$ cat src/rtl/tbre_sweep_engine.sv
// Background capability-revocation sweeper.
// Walks 64-bit capability slots and clears tags of revoked capabilities.
module tbre_sweep_engine #(
  parameter int MAX_OUTSTANDING = 1
) (
  input  logic         clk_i,
  input  logic         rstn_i,
  input  logic [127:0] ctrl_i,
  output logic [63:0]  stat_o,
  output logic         mem_req_o,
  output logic         mem_we_o,
  output logic [31:0]  mem_addr_o,
  output logic [64:0]  mem_wdata_o,
  input  logic         mem_gnt_i,
  input  logic         mem_rvalid_i,
  input  logic [64:0]  mem_rdata_i,
  output logic         rev_req_o,
  output logic [31:0]  rev_addr_o,
  input  logic         rev_ack_i,
  input  logic         rev_revoked_i
);

  localparam logic [2:0] S_IDLE    = 3'd0;
  localparam logic [2:0] S_RD_REQ  = 3'd1;
  localparam logic [2:0] S_RD_WAIT = 3'd2;
  localparam logic [2:0] S_REV_REQ = 3'd3;
  localparam logic [2:0] S_WR_REQ  = 3'd4;
  localparam logic [2:0] S_WR_WAIT = 3'd5;
  localparam logic [2:0] S_NEXT    = 3'd6;
  localparam logic [2:0] S_DONE    = 3'd7;

  logic [2:0]  state_q;
  logic [2:0]  state_d;
  logic [31:0] cur_q;
  logic [31:0] end_q;
  logic [64:0] word_q;
  logic        busy_q;
  logic [15:0] cleared_cnt;

  logic        go;
  logic [31:0] start_al;
  logic [31:0] end_in;
  logic [32:0] nxt;
  logic        nxt_last;
  logic        hit;
  logic        unused;

  assign go       = ctrl_i[64];
  assign start_al = {ctrl_i[31:3], 3'b000};
  assign end_in   = ctrl_i[63:32];
  assign nxt      = {1'b0, cur_q} + 33'd8;
  assign nxt_last = nxt[32] || (nxt >= {1'b0, end_q});
  assign hit      = rev_ack_i && rev_revoked_i;

  assign unused = ^{ctrl_i[127:65], word_q[64],
                    (MAX_OUTSTANDING == 1)};

  // Sweep sequencing: read slot, look up tagged ones, clear revoked ones
  always_comb begin
    state_d = state_q;
    unique case (state_q)
      S_IDLE: begin
        if (go) begin
          if (start_al >= end_in) state_d = S_DONE;
          else                    state_d = S_RD_REQ;
        end
      end
      S_RD_REQ:  if (mem_gnt_i) state_d = S_RD_WAIT;
      S_RD_WAIT: begin
        if (mem_rvalid_i) begin
          if (mem_rdata_i[64]) state_d = S_REV_REQ;
          else                 state_d = S_NEXT;
        end
      end
      S_REV_REQ: begin
        if (rev_ack_i) begin
          if (rev_revoked_i) state_d = S_WR_REQ;
          else               state_d = S_NEXT;
        end
      end
      S_WR_REQ:  if (mem_gnt_i) state_d = S_WR_WAIT;
      S_WR_WAIT: if (mem_rvalid_i) state_d = S_NEXT;
      S_NEXT: begin
        if (nxt_last) state_d = S_DONE;
        else          state_d = S_RD_REQ;
      end
      S_DONE:  state_d = S_IDLE;
      default: state_d = S_IDLE;
    endcase
  end

  // State, busy flag, range pointers, latched slot and revoke counter
  always_ff @(posedge clk_i or negedge rstn_i) begin
    if (!rstn_i) begin
      state_q     <= S_IDLE;
      busy_q      <= 1'b0;
      cur_q       <= '0;
      end_q       <= '0;
      word_q      <= '0;
      cleared_cnt <= '0;
    end else begin
      state_q <= state_d;
      busy_q  <= (state_d != S_IDLE);
      if (state_q == S_IDLE && go) begin
        cur_q       <= start_al;
        end_q       <= end_in;
        cleared_cnt <= '0;
      end
      if (state_q == S_NEXT && !nxt_last) begin
        cur_q <= nxt[31:0];
      end
      if (state_q == S_RD_WAIT && mem_rvalid_i) begin
        word_q <= mem_rdata_i;
      end
      if (state_q == S_REV_REQ && hit &&
          cleared_cnt != 16'hFFFF) begin
        cleared_cnt <= cleared_cnt + 16'd1;
      end
    end
  end

  // Port drive decoded from the state register; idle values are zero
  always_comb begin
    mem_req_o   = (state_q == S_RD_REQ) ||
                  (state_q == S_WR_REQ);
    mem_we_o    = (state_q == S_WR_REQ);
    mem_addr_o  = mem_req_o ? cur_q : 32'd0;
    mem_wdata_o = '0;
    if (state_q == S_WR_REQ) begin
      mem_wdata_o = {1'b0, word_q[63:0]};
    end
    rev_req_o  = (state_q == S_REV_REQ);
    rev_addr_o = rev_req_o ? word_q[31:0] : 32'd0;
    stat_o     = {63'd0, busy_q};
  end

endmodule
$ cat config.mk
export PLATFORM = sky130hd
export DESIGN_NAME = tbre_sweep_engine
export DESIGN_NICKNAME = d
export VERILOG_FILES = /design/src/rtl/tbre_sweep_engine.sv
export SDC_FILE = /design/constraint.sdc
export NUM_CORES = 1
export LEC_CHECK = 0
export CAP_MARGIN = 20
export CORE_ASPECT_RATIO = 0.7
export CORE_UTILIZATION = 40
export CTS_BUF_LIST = sky130_fd_sc_hd__clkbuf_4
export CTS_CLUSTER_SIZE = 30
export DETAILED_ROUTE_END_ITERATION = 10
export HOLD_SLACK_MARGIN = 0.08
export PLACE_DENSITY = 0.78
export SYNTH_ARGS = -nofsm -noshare
export SYNTH_HDL_FRONTEND = slang
export SYNTH_SLANG_ARGS = --single-unit
$ cat constraint.sdc
create_clock -name clk_i -period 9 [get_ports clk_i]
set_input_delay 0.9 -clock clk_i [delete_from_list [all_inputs] [get_ports clk_i]]
set_output_delay 0.9 -clock clk_i [all_outputs]
set_load 0.1 [all_outputs]
# Word-level counts from Yosys, hierarchy flattened
# Index checks and enable logic that the tools add are counted.
[word_totals]
reg_bits = 132
in_bits = 199
output_inout_bits = 196
elab_cells = 40
[classes]
addsub = 1
order_cmp = 2
n_eq_ne = 7
muxes = 16
n_reduce_logical = 9
[ops]
columns = ["cell", "n"]
rows = [
  ["$mux W32", 4],
  ["$mux W64", 1],
  ["$add A32 B4 Y33 const B", 1],
  ["$ge A33 B32 Y1", 1],
  ["$ge A32 B32 Y1", 1],
  ["$mux W3", 9],
  ["$pmux W3 S8", 1],
  ["$eq A3 B3 Y1 const B", 4],
  ["$eq A3 B2 Y1 const B", 2],
  ["$eq A3 B1 Y1 const B", 1],
  ["$logic_and A1 B1 Y1", 3],
  ["$logic_not A3 Y1", 1],
  ["$reduce_bool A3 Y1", 1],
  ["$logic_or A1 B1 Y1", 2],
  ["$mux W2", 1],
  ["$reduce_bool A2 Y1", 1],
  ["$logic_not A1 Y1", 1],
]

# Logic depth before layout (Yosys ltp)
# Gate-level depths: netlist (run 1).
[depth]
word_depth = 6
ltp_mapped = 14
depth_no_buf = 13

# Least setup slack after synthesis (run 1)
# OpenSTA, ideal clock, no wires.
[synth_path]
path_type = "reg-to-output"
start = "register state_q[1]"
end = "output mem_addr_o[10]"
arrival_time_ns = 3.027
required_time_ns = 8.100
slack_ns = 5.073
path_stages_with_launch = 5
n_path_buf = 3
path_cell_list = "dfrtp_1 clkbuf_1 clkbuf_1 clkbuf_1 nor3_1"
[synth_via]
elab_chain_cells = 3
word_cells_on_any_way = 4
classes_between = "2 x eq/ne; 1 x mux; 1 x reduce/logical"
[synth_lines]
columns = ["element", "line_no", "source"]
rows = [
  ["start: declaration", "32", "logic [2:0] state_q;"],
  ["start signal: assignment", "102", "state_q <= state_d;"],
  ["$eq A3 B1 Y1 or $eq A3 B3 Y1 (tied branches)", "124, 125", ""],
  ["$logic_or A1 B1 Y1 *", "124", "mem_req_o = (state_q == S_RD_REQ) ||"],
  ["$mux W32 *", "127", "mem_addr_o = mem_req_o ? cur_q : 32'd0;"],
  ["end: declaration", "12", "output logic [31:0] mem_addr_o,"],
]
# Every way passes the cells marked *; elsewhere a longest branch is shown, timed or not.

# Final worst setup path (run 1)
[layout_path]
start = "register cur_q[3]"
end = "register cur_q[31]"
[layout_via]
elab_chain_cells = 6
word_cells_on_any_way = 7
classes_between = "1 x add/sub; 1 x order compare; 1 x mux; 4 x reduce/logical"
[layout_lines]
columns = ["element", "line_no", "source"]
rows = [
  ["start: declaration", "34", "logic [31:0] cur_q;"],
  ["start signal: assignment", "105", "cur_q <= start_al;"],
  ["start signal: assignment", "110", "cur_q <= nxt[31:0];"],
  ["$add A32 B4 Y33 *", "51", "assign nxt = {1'b0, cur_q} + 33'd8;"],
  ["$ge A33 B32 Y1", "52", "assign nxt_last = nxt[32] || (nxt >= {1'b0, end_q});"],
  ["$logic_or A1 B1 Y1", "52", ""],
  ["$logic_not A1 Y1", "109", "if (state_q == S_NEXT && !nxt_last) begin"],
  ["$logic_and A1 B1 Y1", "109", ""],
  ["$mux W32 or $reduce_bool A2 Y1 (tied branches)", "n/a", ""],
]
# Marked as above.
# A chain may end at the register's enable or synchronous reset.

==> out/results.tsv, run 1 <==
stage	metric	value	unit
run_status	outcome	completed	
worst_setup_path	FF-to-FF End	cur_q[31]	
worst_setup_path	r2r setup slk	3.79	ns
floorplanning	cell row count	44	
sta	hold_ws	0.305	ns
clock_tree	total CTS buffers	17	
layout	share of cells above drive strength 1	10.2	%
clock_tree	H-tree depth	4	
yosys	synth top area cells	dfrtp_1 (38%), mux2_2 (8.7%), and2_1 (8.6%)	
floorplanning	I/O Pins	395	
power_and_ir_drop	power density cells	395	nW/um^2
sta	clk_skew	0.0257	ns
layout	# diodes	0	
sta	Final Max Tran Viols	0	
hold_path	HP Class	primary input to asynchronous set/reset pin	
placed_design	port bufs	261	
sta	measured slew at the worst slew-check pin	1.05	ns
yosys	syn avg cell area	9.24	um^2
clock_tree	hold_buf cts	0	
worst_setup_path	worst setup path class	flip-flop to flip-flop	
clock_tree	postcts setup bufs	0	
detailed_routing	Post-DRT Antenna Nets	0	
sta	max frequency	192	MHz
clock_tree	Sink Count	129	
clock_tree	PostCTS Resize Cnt	0	
worst_setup_path	Critical Path End Type	flip-flop	
yosys	Cells after Synth	928	
power_and_ir_drop	maximum vdd ir drop	327	uV
layout	Fill cells	1835	
yosys	Synth area leader	dfrtp_1	
detailed_routing	routed vias	7297	
power_and_ir_drop	Leak	5.08	nW
yosys	synthesized area	8580	um^2
detailed_routing	DR pass1 iterations	5	
layout	multi-input logic area	4660	um^2
detailed_routing	Detailed Route WL	24100	um
layout	finished layout cell area	11500	um^2
sta	RSZ-0062 raised after global routing	no	
floorplanning	die height	125	um
global_route	initial antenna violation count	1	
clock_tree	Clk pin slew, worst setup/hold paths	0.13	ns
placed_design	Post-DP HPWL	18000	um
sta	# setup viols final	0	
clock_tree	Clock Tree Buf Depth	2	
global_route	number of global-route vias before repair	6992	
floorplanning	Die Area	22000	um^2
sta	Hold Vio Cnt, Final	0	
global_route	first-pass GRT wire length	37400	um
sta	Period minus WS final	5.21	ns
worst_setup_path	Worst Setup Start Kind	flip-flop	
detailed_routing	drt initial violations	489	
clock_tree	CTS root buf	clkbuf_4	
floorplanning	Placeable Area	20900	um^2
worst_setup_path	worst reg-to-reg path cell count	13	
global_route	largest net degree at the start of global routing	91	
global_route	GRT Util Overall	21.8	%
detailed_routing	WL per Instance	16.6	um
layout	Final #Nets	1427	
job	maxcap violations	0	
placed_design	placed cell area	11200	um^2
yosys	async set-reset flop share out of synthesis	100	%
yosys	Yosys warnings	0	
sta	Setup TNS	0	ns
yosys	count of different cell masters after synthesis	53	
worst_setup_path	Worst Path Required	9.49	ns
placed_design	Final GP Congestion	0.871	
clock_tree	CTS tree	done	
yosys	sequential area share after synthesis	37.6	%
clock_tree	worst skew pair latency	0.55	ns
layout	Area Growth Syn to Fin	33.7	%
sta	Slew headroom	29.9	%
yosys	Synth top area share	37.6	%
detailed_routing	vias per cell	5.00	
floorplanning	Initial Utilization	41.1	%
layout	FF+latch area	3230	um^2
floorplanning	Die Width	177	um
worst_setup_path	RR Startpoint	cur_q[3]	
sta	final critical-path share of the clock period	57.9	%
yosys	Yosys reg bits	129	
worst_setup_path	crit path max fanout	19	
detailed_routing	# DRC	0	
global_route	gr ovfl total	0	
worst_setup_path	CP arrival	5.70	ns
yosys	ys flop type	dfrtp_1	
yosys	EDFF count, synth	0	
metrics by stage:
stage               utilization, %  cells  setup slack, ns  power (mW)
CTS                           55.0   1458             3.83        4.55
floorplan                        -    994             5.07        3.41
global route                  55.0   1458             3.39        4.78
finish                        55.0   1458             3.79        4.53
detailed placement            53.6   1426             3.90        4.11
global placement              53.5   1425             4.01        4.05
metal layers:
| layer | part of all wire, % | track usage [%] | vias to the layer above |
|---|---|---|---|
| met5 | 0.033 | 0 | - |
| met4 | 1.6 | 5.98 | 2 |
| met3 | 8.4 | 4.98 | 32 |
| met2 | 46 | 35.2 | 321 |
| met1 | 44 | 29.0 | 3451 |
| li1 | - | - | 3491 |
sequential cells by signal (all words and copies together), names as in the netlist:
name / flops
busy_q: 1
cur_q: 29
end_q: 32
state_q: 3
word_q: 64
cells by family (layout without fill, tap and decap cells):
| logic type | count (synthesis) | after routing | synth area share [%] |
|---|---|---|---|
| mux | 70 | 70 | 9.16 |
| compound gates | 123 | 123 | 9.89 |
| fa+ha+maj | 59 | 59 | 8.61 |
| xor+xnor | 28 | 28 | 2.86 |
| other cells | 1 | 67 | 0.0437 |
| buf+inv | 183 | 371 | 11.1 |
| flops | 129 | 129 | 37.6 |
| simple gates | 335 | 335 | 20.7 |
worst max-delay path: stages, from the launching register on:
cell and delay, ns:
dfrtp_1 0.43, ha_1 0.22, nand3_1 0.21, nor4_1 0.74, nand4_1 0.40, nor2_1 0.22, xor2_1 0.11, ha_1 0.20
a21oi_1 0.15, o21ai_1 0.11, a221oi_2 0.43, o2111ai_2 0.59, o21ai_1 0.98, o221a_2 0.34
final cells by class:
type	count	area share (%)
Clock buffer	19	1.24
Clock inverter	13	1.34
Sequential cell	129	28.1
Tap cell	276	3.01
Multi-Input combinational cell	682	40.6
Timing Repair Buffer	269	23.4
Inverter	70	2.29
where the power goes:
group          internal, mW  total, mW  switching, mW  leakage (nW)
Combinational         0.875       3.01           2.14          3.36
Clock                 0.176      0.425          0.249         0.155
Sequential            0.865       1.09          0.229          1.56
Total                  1.92       4.53           2.62          5.08
how the worst max path moves through the flow:
stage / from / cells past startpoint / endpoint
after global placement: cur_q[4] / 13 / cur_q[31]
final: cur_q[3] / 13 / cur_q[31]
after detailed placement: cur_q[4] / 13 / cur_q[31]
after global routing: cur_q[3] / 13 / cur_q[31]
after floorplan: state_q[1] / 4 / mem_addr_o[10]
after CTS: cur_q[3] / 13 / cur_q[31]
cell usage after synthesis, types with 7 or more instances:
| cell type | instances |
|---|---|
| clkbuf_1 | 39 |
| nand4_1 | 14 |
| nand3_1 | 21 |
| mux2_2 | 66 |
| a31oi_1 | 8 |
| nor2_1 | 21 |
| a21oi_1 | 19 |
| dfrtp_1 | 129 |
| o211ai_1 | 14 |
| inv_1 | 70 |
| nor3_1 | 26 |
| a21o_1 | 7 |
| xnor2_1 | 20 |
| ha_1 | 59 |
| xor2_1 | 8 |
| and2_1 | 118 |
| nand2_1 | 107 |
| o21ai_0 | 42 |
| o211a_1 | 7 |
| buf_4 | 68 |
cell usage in the layout (no fill, tap or decap), drive strengths merged, types with 8 or more instances in the layout:
cell type,n
clkdlybuf4s50,260
clkbuf,19
buf,9
nor3,26
ha,59
a31oi,8
o21ai,44
xor2,8
conb,67
nand4,14
dfrtp,129
o211ai,16
and2,118
a21oi,19
nand3,22
inv,74
nand2,107
mux2,68
nor2,21
xnor2,20
Note: power is estimated with default switching activity, not from simulation.
==> run 2, diff against run 1 <==
clock period = 5.1 ns   (was 9 ns; I/O delays follow)
==> out/results.tsv, run 2 (synthesis results as in run 1) <==
stage	metric	value	unit	change
layout	finished layout cell area	11600	um^2	+0.78%
detailed_routing	WL per Instance	16.7	um	+0.98%
power_and_ir_drop	Leak	5.19	nW	+2.2%
clock_tree	CTS tree	done		
worst_setup_path	Worst Setup Start Kind	flip-flop		
floorplanning	die height	125	um	unchanged
clock_tree	worst skew pair latency	0.56	ns	about the same
floorplanning	cell row count	44		unchanged
sta	Period minus WS final	4.60	ns	-0.615 ns
hold_path	hold path start	end_q[1]		
layout	share of cells above drive strength 1	12.4	%	+2.1 points
floorplanning	Initial Utilization	41.1	%	unchanged
layout	Top reg by flops	word_q		
worst_setup_path	CP arrival	5.04	ns	-0.66 ns
worst_setup_path	Critical Path End Type	flip-flop		
global_route	initial antenna violation count	1		unchanged
layout	top flop regs	word_q (64), end_q (32), cur_q (29)		
power_and_ir_drop	maximum vdd ir drop	636	uV	+94%
worst_setup_path	RR Startpoint	cur_q[4]		
global_route	gr ovfl total	0		unchanged
global_route	largest net degree at the start of global routing	89		-2.2%
layout	Final #Nets	1435		+0.56%
worst_setup_path	crit path cell chain	ha_1 -> nand3_1 -> nor4_1 -> buf_4 -> nand4_1 -> nor2_1 -> xor2_1 -> ha_1 -> a21oi_1 -> o21ai_0 -> o21ai_0 -> o211ai_2 -> buf_4 -> nor4_1 -> or4b_1		
worst_setup_path	worst setup path class	flip-flop to flip-flop		
global_route	grt met1 use	30.5	%	+1.5 points
sta	measured slew at the worst slew-check pin	1.05	ns	+0.00252 ns
detailed_routing	Detailed Route WL	24500	um	+1.5%
clock_tree	Clock Tree Buf Depth	2		unchanged
clock_tree	Sink Count	129		unchanged
worst_setup_path	Top Family by Delay on Critical Path	simple AND/OR/NAND/NOR gates		
sta	clk_skew	0.0192	ns	-0.00652 ns
sta	max frequency	217	MHz	+13%
global_route	first-pass GRT wire length	38400	um	+2.7%
placed_design	placed cell area	11200	um^2	-0.11%
sta	Final Max Tran Viols	0		unchanged
run_status	outcome	completed		
placed_design	Final GP Congestion	0.867		-0.41%
global_route	met3 usage	5.22	%	+0.24 points
global_route	GRT Util Overall	22.4	%	+0.61 points
detailed_routing	routed vias	7355		+0.79%
detailed_routing	DR pass1 iterations	5		unchanged
hold_path	HP Class	flip-flop to flip-flop		
floorplanning	Die Area	22000	um^2	unchanged
placed_design	Post-DP HPWL	18300	um	+1.8%
detailed_routing	vias per cell	5.02		+0.24%
clock_tree	total CTS buffers	17		unchanged
layout	most common cell after layout, fill and taps aside	clkdlybuf4s50_1		
power_and_ir_drop	Total Power	8.18	mW	+81%
sta	final critical-path share of the clock period	90.2	%	+32 points
worst_setup_path	biggest cell delay along the critical path	0.58	ns	-0.40 ns
sta	Slew headroom	29.7	%	-0.18 points
sta	# setup viols final	0		unchanged
worst_setup_path	slowest stage cell on the critical path	o211ai_2		
clock_tree	PostCTS Resize Cnt	0		unchanged
worst_setup_path	crit path max fanout	13		-6
sta	RSZ-0062 raised after global routing	no		
layout	max reg flops	64		unchanged
layout	# diodes	0		unchanged
placed_design	port bufs	261		unchanged
floorplanning	Placeable Area	20900	um^2	unchanged
detailed_routing	drt initial violations	470		-3.9%
floorplanning	Die Width	177	um	unchanged
sta	Hold Vio Cnt, Final	0		unchanged
floorplanning	I/O Pins	395		unchanged
worst_setup_path	r2r setup slk	0.50	ns	-3.29 ns
global_route	number of global-route vias before repair	6975		-0.24%
worst_setup_path	Critical Path Source	cur_q[4]		
clock_tree	Clk pin slew, worst setup/hold paths	0.12	ns	about the same
job	maxcap violations	0		unchanged
clock_tree	H-tree depth	4		unchanged
global_route	met2 GRT Util	35.5	%	+0.37 points
detailed_routing	# DRC	0		unchanged
layout	Area Growth Syn to Fin	34.8	%	
worst_setup_path	worst path bufs/invs	2		+2
sta	Setup TNS	0	ns	unchanged
global_route	busiest layer in global routing	met2		
worst_setup_path	Worst Path Required	5.54	ns	-3.95 ns
layout	commonest cells after routing, fill and taps aside	clkdlybuf4s50_1 (240), dfrtp_1 (129), and2_1 (117), nand2_1 (107), inv_1 (70)		
detailed_routing	Post-DRT Antenna Nets	0		unchanged
clock_tree	CTS root buf	clkbuf_4		
power_and_ir_drop	power density cells	708	nW/um^2	+79%
[run 2: cell type report]
class | instances | area, um^2
Sequential cell | 129 | 3230
Timing Repair Buffer | 277 | 2690
Fill cell | 1909 | 9310
Tap cell | 276 | 345
Clock inverter | 15 | 254
Multi-Input combinational cell | 682 | 4660
Clock buffer | 17 | 128
Inverter | 70 | 263
[run 2: final timing paths]
check,endpoint,cells after the start
setup / recovery,cur_q[27],15
max in group asynchronous,word_q[14],3
hold reg to reg,end_q[1],2
hold / removal,end_q[1],2
setup reg to reg,cur_q[27],15
min in group asynchronous,cur_q[21],2
[run 2: report_power, final]
part | leakage, nW | switching, mW | internal (mW) | total (mW)
clock | 0.193 | 0.443 | 0.496 | 0.939
combinational | 3.43 | 3.78 | 1.52 | 5.31
sequential | 1.56 | 0.411 | 1.53 | 1.94
total | 5.19 | 4.64 | 3.55 | 8.18
[run 2: metrics by stage]
stage,std cells,setup WS [ns],hold WS [ns],utilization (%)
2_1_floorplan,994,1.41,0.214,-
3_3_place_gp,1432,0.880,0.463,53.5
3_5_place_dp,1432,0.749,0.467,53.5
4_1_cts,1465,0.699,0.475,55.4
5_1_grt,1466,0.430,0.480,55.4
6_report,1466,0.501,0.500,55.4
[run 2: metal layers]
metal,wire (um),part of all wire [%]
met5,13,0.053
met3,1960,8.0
met1,10700,44
met2,11500,47
met4,337,1.4
[run 2: what timing repair did]
item                                   in CTS  in global routing
endpoints found under the hold margin      87                  0
hold buffers                                1                  0
buffers inserted                            0                  0
[run 2: worst reg2reg max path, cell delays in order (launching register included)]
cell	delay (ns)
dfrtp_1	0.44
ha_1	0.23
nand3_1	0.20
nor4_1	0.45
buf_4	0.21
nand4_1	0.25
nor2_1	0.23
xor2_1	0.23
ha_1	0.18
a21oi_1	0.05
o21ai_0	0.35
o21ai_0	0.26
o211ai_2	0.59
buf_4	0.25
nor4_1	0.05
or4b_1	0.51
==> run 3, diff against run 2 <==
ABC_AREA = 0   (was unset)
DONT_BUFFER_PORTS = 1   (was unset)
PLACE_DENSITY = 0.54   (was 0.78)
clock period = 4.4 ns   (was 5.1 ns; I/O delays follow)
==> out/results.tsv, run 3 (synthesis results as in run 1) <==
stage	metric	value	unit	change
sta	final critical-path share of the clock period	94.0	%	+3.8 points
sta	Final WS setup	0.265	ns	-0.236 ns
floorplanning	die height	125	um	unchanged
power_and_ir_drop	Leak	5.15	nW	-0.87%
sta	max frequency	242	MHz	+11%
placed_design	placed cell area	9410	um^2	-16%
worst_setup_path	CP arrival	4.59	ns	-0.45 ns
worst_setup_path	Worst Path Required	4.86	ns	-0.68 ns
sta	RSZ-0062 raised after global routing	no		
sta	Final Max Tran Viols	0		unchanged
sta	measured slew at the worst slew-check pin	1.19	ns	+0.136 ns
floorplanning	Die Area	22000	um^2	unchanged
detailed_routing	Post-DRT Antenna Nets	0		unchanged
global_route	GRT Util Overall	22.6	%	+0.23 points
sta	Setup TNS	0	ns	unchanged
detailed_routing	vias per cell	4.98		-0.68%
run_status	outcome	completed		
job	maxcap violations	0		unchanged
floorplanning	Placeable Area	20900	um^2	unchanged
sta	# setup viols final	0		unchanged
global_route	initial antenna violation count	1		unchanged
detailed_routing	DR pass1 iterations	5		unchanged
placed_design	Final GP Congestion	0.872		+0.55%
sta	hold_ws	0.123	ns	-0.377 ns
floorplanning	Initial Utilization	41.1	%	unchanged
placed_design	dpl ws	0.335	ns	-0.414 ns
clock_tree	H-tree depth	4		unchanged
worst_setup_path	worst setup path class	flip-flop to flip-flop		
global_route	number of global-route vias before repair	6961		-0.20%
clock_tree	Sink Count	129		unchanged
floorplanning	I/O Pins	395		unchanged
layout	max reg flops	64		unchanged
sta	clk_skew	0.0205	ns	+0.00131 ns
floorplanning	cell row count	44		unchanged
layout	share of cells above drive strength 1	18.6	%	+6.3 points
layout	commonest cells after routing, fill and taps aside	dfrtp_1 (129), dlygate4sd3_1 (127), and2_1 (117), nand2_1 (107), buf_4 (75)		
global_route	largest net degree at the start of global routing	130		+46%
layout	Fill cells	1941		+1.7%
placed_design	Cells after DPL	1243		-13%
clock_tree	CTS tree	done		
layout	finished layout cell area	11000	um^2	-4.7%
placed_design	Post-DP HPWL	17000	um	-7.3%
layout	Top reg by flops	word_q		
detailed_routing	# DRC	0		unchanged
sta	Slew headroom	20.1	%	-9.6 points
clock_tree	Clk pin slew, worst setup/hold paths	0.14	ns	+0.02 ns
layout	Area Growth Syn to Fin	28.5	%	
layout	Final #Nets	1372		-4.4%
global_route	gr ovfl total	0		unchanged
layout	Cell Count, Final, Fillers Out	1404		-4.2%
layout	fin util	52.8	%	-2.6 points
detailed_routing	routed vias	6996		-4.9%
sta	Period minus WS final	4.14	ns	-0.464 ns
sta	Hold Vio Cnt, Final	0		unchanged
hold_path	HP Class	primary input to flip-flop		
power_and_ir_drop	maximum vdd ir drop	453	uV	-29%
layout	most common cell after layout, fill and taps aside	dfrtp_1		
detailed_routing	WL per Instance	17.1	um	+2.4%
clock_tree	worst skew pair latency	0.58	ns	+0.02 ns
worst_setup_path	Worst Setup Start Kind	flip-flop		
global_route	first-pass GRT wire length	38400	um	unchanged
detailed_routing	Detailed Route WL	24000	um	-2.0%
power_and_ir_drop	power density cells	833	nW/um^2	+18%
clock_tree	CTS root buf	clkbuf_4		
placed_design	port bufs	0		-100%
power_and_ir_drop	Total Power	9.18	mW	+12%
clock_tree	Clock Tree Buf Depth	2		unchanged
layout	top flop regs	word_q (64), end_q (32), cur_q (29)		
clock_tree	total CTS buffers	17		unchanged
worst_setup_path	Critical Path End Type	flip-flop		
floorplanning	Die Width	177	um	unchanged
worst_setup_path	crit path max fanout	9		-4
detailed_routing	drt initial violations	470		unchanged
-- run 3: final timing paths --
| kind | startpoint | to | slack [ns] | cells after the start |
|---|---|---|---|---|
| min in group asynchronous | rstn_i | cur_q[17] | 0.49 | 2 |
| hold / removal | mem_gnt_i | state_q[0] | 0.12 | 3 |
| setup reg to reg | cur_q[4] | cur_q[21] | 0.26 | 16 |
| max in group asynchronous | rstn_i | word_q[51] | 3.30 | 2 |
| setup / recovery | cur_q[4] | cur_q[21] | 0.26 | 16 |
| hold reg to reg | end_q[0] | end_q[0] | 0.50 | 2 |
-- run 3: where the power goes --
group,internal [mW],switching (mW)
clock network,0.397,0.489
logic,1.66,4.39
registers,1.77,0.478
-- run 3: area by class of cell --
| type | instances | area (um^2) | area share, % |
|---|---|---|---|
| Antenna cell | 1 | 2.50 | 0.0227 |
| Clock inverter | 14 | 165 | 1.50 |
| Timing Repair Buffer | 214 | 2150 | 19.5 |
| Inverter | 70 | 263 | 2.38 |
| Clock buffer | 18 | 135 | 1.23 |
| Multi-Input combinational cell | 682 | 4730 | 42.9 |
| Sequential cell | 129 | 3230 | 29.3 |
| Tap cell | 276 | 345 | 3.13 |
-- run 3: worst max-delay path: stages, from the launching register on --
cell	delay (ns)
dfrtp_1	0.42
ha_1	0.21
nand3_1	0.13
nor4_2	0.37
buf_4	0.20
nand4_1	0.10
buf_4	0.18
nor2_1	0.13
xor2_1	0.23
ha_1	0.26
and4_1	0.23
and4bb_2	0.28
o21ai_0	0.18
o211ai_2	0.33
buf_4	0.25
o211a_1	0.22
a221o_1	0.26
-- run 3: repair_timing --
item,CTS,global route
endpoints found under the setup margin,0,1
buffers inserted,0,0
hold buffers,128,0
hold endpoints to repair,255,0
gates resized for setup,0,1
-- run 3: per-layer routing --
metal	vias up	GRT usage (%)	part of all wire (%)
met5	-	0	0
met4	0	4.82	0.78
met3	12	7.08	8.5
met2	278	33.2	43
met1	3316	32.3	47
li1	3390	-	-
